`config.mk`:
```
export PLATFORM = sky130hd
export DESIGN_NAME = btn_debounce
export DESIGN_NICKNAME = d
export VERILOG_FILES = /design/src/rtl/btn_debounce.sv
export SDC_FILE = /design/constraint.sdc
export NUM_CORES = 1
export LEC_CHECK = 0
export ABC_AREA = 1
export CORE_UTILIZATION = 30
export DETAILED_ROUTE_END_ITERATION = 10
export GPL_TIMING_DRIVEN = 0
export PLACE_DENSITY = 0.53
export SLEW_MARGIN = 20
export SYNTH_ARGS = -nofsm -noshare
export SYNTH_HDL_FRONTEND = slang
export SYNTH_SLANG_ARGS = --single-unit
```
`constraint.sdc`:
```
create_clock -name Clk -period 1.9 [get_ports Clk]
set_input_delay 0.475 -clock Clk [delete_from_list [all_inputs] [get_ports Clk]]
set_output_delay 0.475 -clock Clk [all_outputs]
set_load 0.01 [all_outputs]
```
`src/rtl/btn_debounce.sv`:
```
// Button/switch debouncer: 2-flop synchronizer + 4-state stability FSM with registered Q/Rise/Fall.
// Define DEBOUNCE_TOGGLE_EN to add the Toggle output (flips on every debounced press).
module btn_debounce #(
  parameter logic [24:0] STABLE_COUNT = 25'd500000
) (
  input  logic Clk,
  input  logic Reset,
  input  logic Din,
  output logic Q,
  output logic Rise,
  output logic Fall
`ifdef DEBOUNCE_TOGGLE_EN
  ,
  output logic Toggle
`endif
);

  localparam logic [1:0] STABLE_LOW  = 2'd0;
  localparam logic [1:0] PEND_HIGH   = 2'd1;
  localparam logic [1:0] STABLE_HIGH = 2'd2;
  localparam logic [1:0] PEND_LOW    = 2'd3;

  localparam logic [24:0] CNT_LAST = STABLE_COUNT - 25'd1;

  logic [1:0]  sync;
  logic        Din_s;
  logic [1:0]  state, state_nx;
  logic [24:0] cnt, cnt_nx;
  logic        q_nx, rise_nx, fall_nx;

  always_ff @(posedge Clk or posedge Reset) begin
    if (Reset) sync <= 2'b00;
    else       sync <= {sync[0], Din};
  end

  assign Din_s = sync[1];

  // >= rather than == so a corrupted count can never run past the threshold
  always_comb begin
    state_nx = state;
    cnt_nx   = cnt;
    q_nx     = Q;
    rise_nx  = 1'b0;
    fall_nx  = 1'b0;
    case (state)
      STABLE_LOW: begin
        if (Din_s) begin
          state_nx = PEND_HIGH;
          cnt_nx   = 25'd1;
        end
      end
      PEND_HIGH: begin
        if (!Din_s) begin
          state_nx = STABLE_LOW;
          cnt_nx   = 25'd0;
        end else if (cnt >= CNT_LAST) begin
          state_nx = STABLE_HIGH;
          cnt_nx   = 25'd0;
          q_nx     = 1'b1;
          rise_nx  = 1'b1;
        end else begin
          cnt_nx = cnt + 25'd1;
        end
      end
      STABLE_HIGH: begin
        if (!Din_s) begin
          state_nx = PEND_LOW;
          cnt_nx   = 25'd1;
        end
      end
      PEND_LOW: begin
        if (Din_s) begin
          state_nx = STABLE_HIGH;
          cnt_nx   = 25'd0;
        end else if (cnt >= CNT_LAST) begin
          state_nx = STABLE_LOW;
          cnt_nx   = 25'd0;
          q_nx     = 1'b0;
          fall_nx  = 1'b1;
        end else begin
          cnt_nx = cnt + 25'd1;
        end
      end
      default: begin
        state_nx = STABLE_LOW;
        cnt_nx   = 25'd0;
        q_nx     = 1'b0;
      end
    endcase
  end

  always_ff @(posedge Clk or posedge Reset) begin
    if (Reset) begin
      state <= STABLE_LOW;
      cnt   <= 25'd0;
      Q     <= 1'b0;
      Rise  <= 1'b0;
      Fall  <= 1'b0;
    end else begin
      state <= state_nx;
      cnt   <= cnt_nx;
      Q     <= q_nx;
      Rise  <= rise_nx;
      Fall  <= fall_nx;
    end
  end

`ifdef DEBOUNCE_TOGGLE_EN
  // flips on the same edge that raises Rise
  always_ff @(posedge Clk or posedge Reset) begin
    if (Reset)        Toggle <= 1'b0;
    else if (rise_nx) Toggle <= ~Toggle;
  end
`endif

endmodule

```
==> reports/qor.csv <==
stage;metric;value;unit
routing;drt-vias-per-instance;4.43;
routing;drtPass1Iterations;4;
sta;final_period_minus_worst_setup_slack;1710;ps
global_route;grt_overflow;0;
setup_path;setup.worst_path.start_class;flop;
sta;timing.fmax;585;MHz
final_layout;drive_gt1_share;21.9;%
global_route;gr-usage-all-layers;12.9;%
final_layout;fin_cells;317;
placed_design;gpl.final_weighted_congestion;0.821;
global_route;grt_antenna_before_repair;0;
final_layout;antennaDiodeCount;0;
floorplan;initial_core_utilization;31.3;%
sta;setup_ws;190;ps
clock_tree;cts_buffers;5;
yosys;netlist_area_before_placement;0.00188;mm2
clock_tree;holdBufCountCts;0;
run;drv_cap;0;
min_path;min_path_type;flop to flop;
sta;setup_violations;0;
yosys;post-synth-top-area-fraction;42.7;%
sta;holdWs;353;ps
yosys;netlist.top_cell.by_area;sky130_fd_sc_hd__dfrtp_1;
routing;routed-via-count;1403;
routing;routed_wire_length_per_instance;11.3;um
clock_tree;clk_transition_reported_paths;70;ps
power_and_ir_drop;total_power;1.43;mW
sta;maxSlewViolCount;0;
final_layout;post_layout_nets;245;
clock_tree;cts_tree;built;
global_route;first_global_vias;1373;
floorplan;placementRows;28;
status;status;complete, no violations;
setup_path;worstPathMaxFanout;5;
yosys;avgSynthCellArea;8.19;um2
yosys;seq_area_frac_synth;42.7;%
placed_design;post_dp_cell_area;0.00202;mm2
yosys;postSynthCellCount;229;
clock_tree;root_buffer;sky130_fd_sc_hd__clkbuf_8;
sta;fin_skew;4.31;ps
clock_tree;clock_path_buffers;2;
yosys;syn_nets;233;
floorplan;floorplan.die.width;81.1;um
final_layout;syn_to_final_growth;13.4;%
yosys;synthesis.yosys.warnings;0;
routing;detailedRoute.firstIterationViolations;62;
power_and_ir_drop;cellPowerDensity;670;mW/mm2
global_route;pin_count_of_the_biggest_net_entering_global_routing;33;
sta;slew_headroom;54.5;%
clock_tree;clk_latency_worst_skew_pair;290;ps
sta;finalSetupTns;0;ps
global_route;grt_first_pass_wirelength;6310;um
final_layout;total_non_filler_cell_area_in_the_finished_layout;0.00213;mm2
clock_tree;clock_sinks;32;
routing;detail_route.wirelength;3580;um
sta;max_slew.worst_pin.slew;682;ps
clock_tree;post_cts.repair.setup_buffers;0;
setup_path;crit_arrival;1940;ps
setup_path;critPathKind;flop to flop;
sta;grt_setup_unrepaired;false;
placed_design;port_buffers;5;
routing;post-route-drc-count;0;
clock_tree;htreeDepth;2;
sta;share_of_the_clock_period_used_by_the_worst_path_after_layout;90.0;%
power_and_ir_drop;maximum_ir_drop_on_the_vdd_rail;0.000429;V
clock_tree;cts_resized;0;
yosys;number_of_flip_flops_and_latches_in_the_synthesized_netlist;32;
floorplan;die_h;81.1;um
yosys;netlist-cell-type-count;32;
placed_design;post-place-ws;174;ps
setup_path;critPathRequiredTime;2130;ps
final_layout;final_core_utilization;35.5;%
placed_design;hpwl;2590;um
yosys;synth_top_cells_by_area;sky130_fd_sc_hd__dfrtp_1 (43%), sky130_fd_sc_hd__nand2_1 (12%), sky130_fd_sc_hd__nor2_1 (5.4%), sky130_fd_sc_hd__inv_1 (4.8%), sky130_fd_sc_hd__o21ai_2 (4.7%);
power_and_ir_drop;p_leak;0.980;nW
placed_design;placed_cells_incl_taps;309;
setup_path;crit_path_end_kind;flop;
floorplan;pin_count;6;
routing;postRouteAntennaNets;0;
floorplan;die-area;0.00657;mm2
floorplan;core_area;0.00599;mm2
sta;final_hold_vios;0;
-- cells in the final DEF (no fill, tap or decap) --
cell	Yosys	final
sky130_fd_sc_hd__ha_1	1	1
sky130_fd_sc_hd__nor2_1	27	27
sky130_fd_sc_hd__nor2_8	1	1
sky130_fd_sc_hd__clkdlybuf4s50_1	0	5
sky130_fd_sc_hd__clkbuf_8	0	5
sky130_fd_sc_hd__nor2_4	5	5
sky130_fd_sc_hd__nand3_2	2	2
sky130_fd_sc_hd__inv_2	4	5
sky130_fd_sc_hd__xor2_1	7	7
sky130_fd_sc_hd__a21oi_1	3	3
sky130_fd_sc_hd__dfrtp_1	32	32
sky130_fd_sc_hd__buf_2	1	1
sky130_fd_sc_hd__nor4_1	1	1
sky130_fd_sc_hd__nand2_4	2	2
sky130_fd_sc_hd__nand4_2	1	1
sky130_fd_sc_hd__o21ai_2	10	10
sky130_fd_sc_hd__o21bai_1	1	1
sky130_fd_sc_hd__o21ai_1	2	2
sky130_fd_sc_hd__xnor2_1	1	1
sky130_fd_sc_hd__buf_6	1	1
sky130_fd_sc_hd__nand3_4	2	2
sky130_fd_sc_hd__nand2_1	61	61
sky130_fd_sc_hd__clkbuf_1	0	1
sky130_fd_sc_hd__inv_1	24	23
sky130_fd_sc_hd__or2_1	1	1
sky130_fd_sc_hd__buf_4	1	1
sky130_fd_sc_hd__nor3_1	1	1
sky130_fd_sc_hd__bufinv_16	0	1
sky130_fd_sc_hd__o21ai_0	4	4
sky130_fd_sc_hd__buf_12	1	1
sky130_fd_sc_hd__nand2_2	6	6
sky130_fd_sc_hd__or2_2	1	1
sky130_fd_sc_hd__nand3_1	9	9
sky130_fd_sc_hd__o22ai_1	1	1
sky130_fd_sc_hd__nor2_2	7	7
sky130_fd_sc_hd__nand4_1	8	8
sky130_fd_sc_hd__clkinv_2	0	1
-- worst paths after layout --
check                      startpoint      end  slack (ps)  cells past startpoint
setup / recovery               cnt[0]  cnt[18]         190                      9
max in group asynchronous       Reset   cnt[8]         850                      2
min in group asynchronous       Reset  cnt[10]         610                      2
hold / removal                sync[0]  sync[1]         350                      0
hold reg to reg               sync[0]  sync[1]         350                      0
setup reg to reg               cnt[0]  cnt[18]         190                      9
-- logic make-up (layout without fill, tap and decap cells) --
| kind of cell | after synthesis | count (layout) | share of synthesized area, % |
|---|---|---|---|
| flops | 32 | 32 | 42.7 |
| xor+xnor | 8 | 8 | 3.74 |
| simple gates | 135 | 135 | 37.2 |
| buf+inv | 32 | 45 | 7.94 |
| compound gates | 21 | 21 | 7.81 |
| fa+ha+maj | 1 | 1 | 0.667 |
-- power breakdown --
part | switching, mW | internal, mW
logic | 0.0451 | 0.0212
clock network | 0.266 | 0.389
registers | 0.0133 | 0.691
-- critical path, stage by stage, from the launching register on --
cell	delay (ps)
sky130_fd_sc_hd__dfrtp_1	450
sky130_fd_sc_hd__ha_1	250
sky130_fd_sc_hd__nand2_1	100
sky130_fd_sc_hd__nor2_4	160
sky130_fd_sc_hd__nand3_4	120
sky130_fd_sc_hd__nor4_1	280
sky130_fd_sc_hd__nand2_1	110
sky130_fd_sc_hd__nand2_1	70
sky130_fd_sc_hd__nand2_1	50
sky130_fd_sc_hd__nand2_1	50
-- cells in the mapped netlist --
cell type / count
sky130_fd_sc_hd__nand2_1: 61
sky130_fd_sc_hd__dfrtp_1: 32
sky130_fd_sc_hd__nor2_1: 27
sky130_fd_sc_hd__inv_1: 24
sky130_fd_sc_hd__o21ai_2: 10
sky130_fd_sc_hd__nand3_1: 9
sky130_fd_sc_hd__nand4_1: 8
sky130_fd_sc_hd__nor2_2: 7
sky130_fd_sc_hd__xor2_1: 7
sky130_fd_sc_hd__nand2_2: 6
sky130_fd_sc_hd__nor2_4: 5
sky130_fd_sc_hd__inv_2: 4
sky130_fd_sc_hd__o21ai_0: 4
sky130_fd_sc_hd__a21oi_1: 3
sky130_fd_sc_hd__nand2_4: 2
sky130_fd_sc_hd__nand3_2: 2
sky130_fd_sc_hd__nand3_4: 2
sky130_fd_sc_hd__o21ai_1: 2
sky130_fd_sc_hd__buf_12: 1
sky130_fd_sc_hd__buf_2: 1
sky130_fd_sc_hd__buf_4: 1
sky130_fd_sc_hd__buf_6: 1
sky130_fd_sc_hd__ha_1: 1
sky130_fd_sc_hd__nand4_2: 1
sky130_fd_sc_hd__nor2_8: 1
sky130_fd_sc_hd__nor3_1: 1
sky130_fd_sc_hd__nor4_1: 1
sky130_fd_sc_hd__o21bai_1: 1
sky130_fd_sc_hd__o22ai_1: 1
sky130_fd_sc_hd__or2_1: 1
sky130_fd_sc_hd__or2_2: 1
sky130_fd_sc_hd__xnor2_1: 1
-- state kept, by name, summed over array words and instances (netlist names), named ones only --
signal  count
Fall        1
Rise        1
state       1
sync        2
Q           1
cnt        25
-- metal layers --
metal / vias to the layer above / track usage [%] / wire [um]
met4: 0 / 3.75 / 44
li1: 745 / - / -
met5: - / 0 / 0
met3: 5 / 4.38 / 92
met2: 14 / 19.8 / 1640
met1: 639 / 17.0 / 1800
-- final cells by class --
class,instances,area (um2)
flip-flops and latches,32,801
plain buffers,4,43.8
repair buffers,5,50.0
fillers,612,3860
well taps,75,93.8
multi-input cells,165,926
clock buffers,6,72.6
clock inverters,2,35.0
inverters,28,105
(Power assumes the default switching activity.)
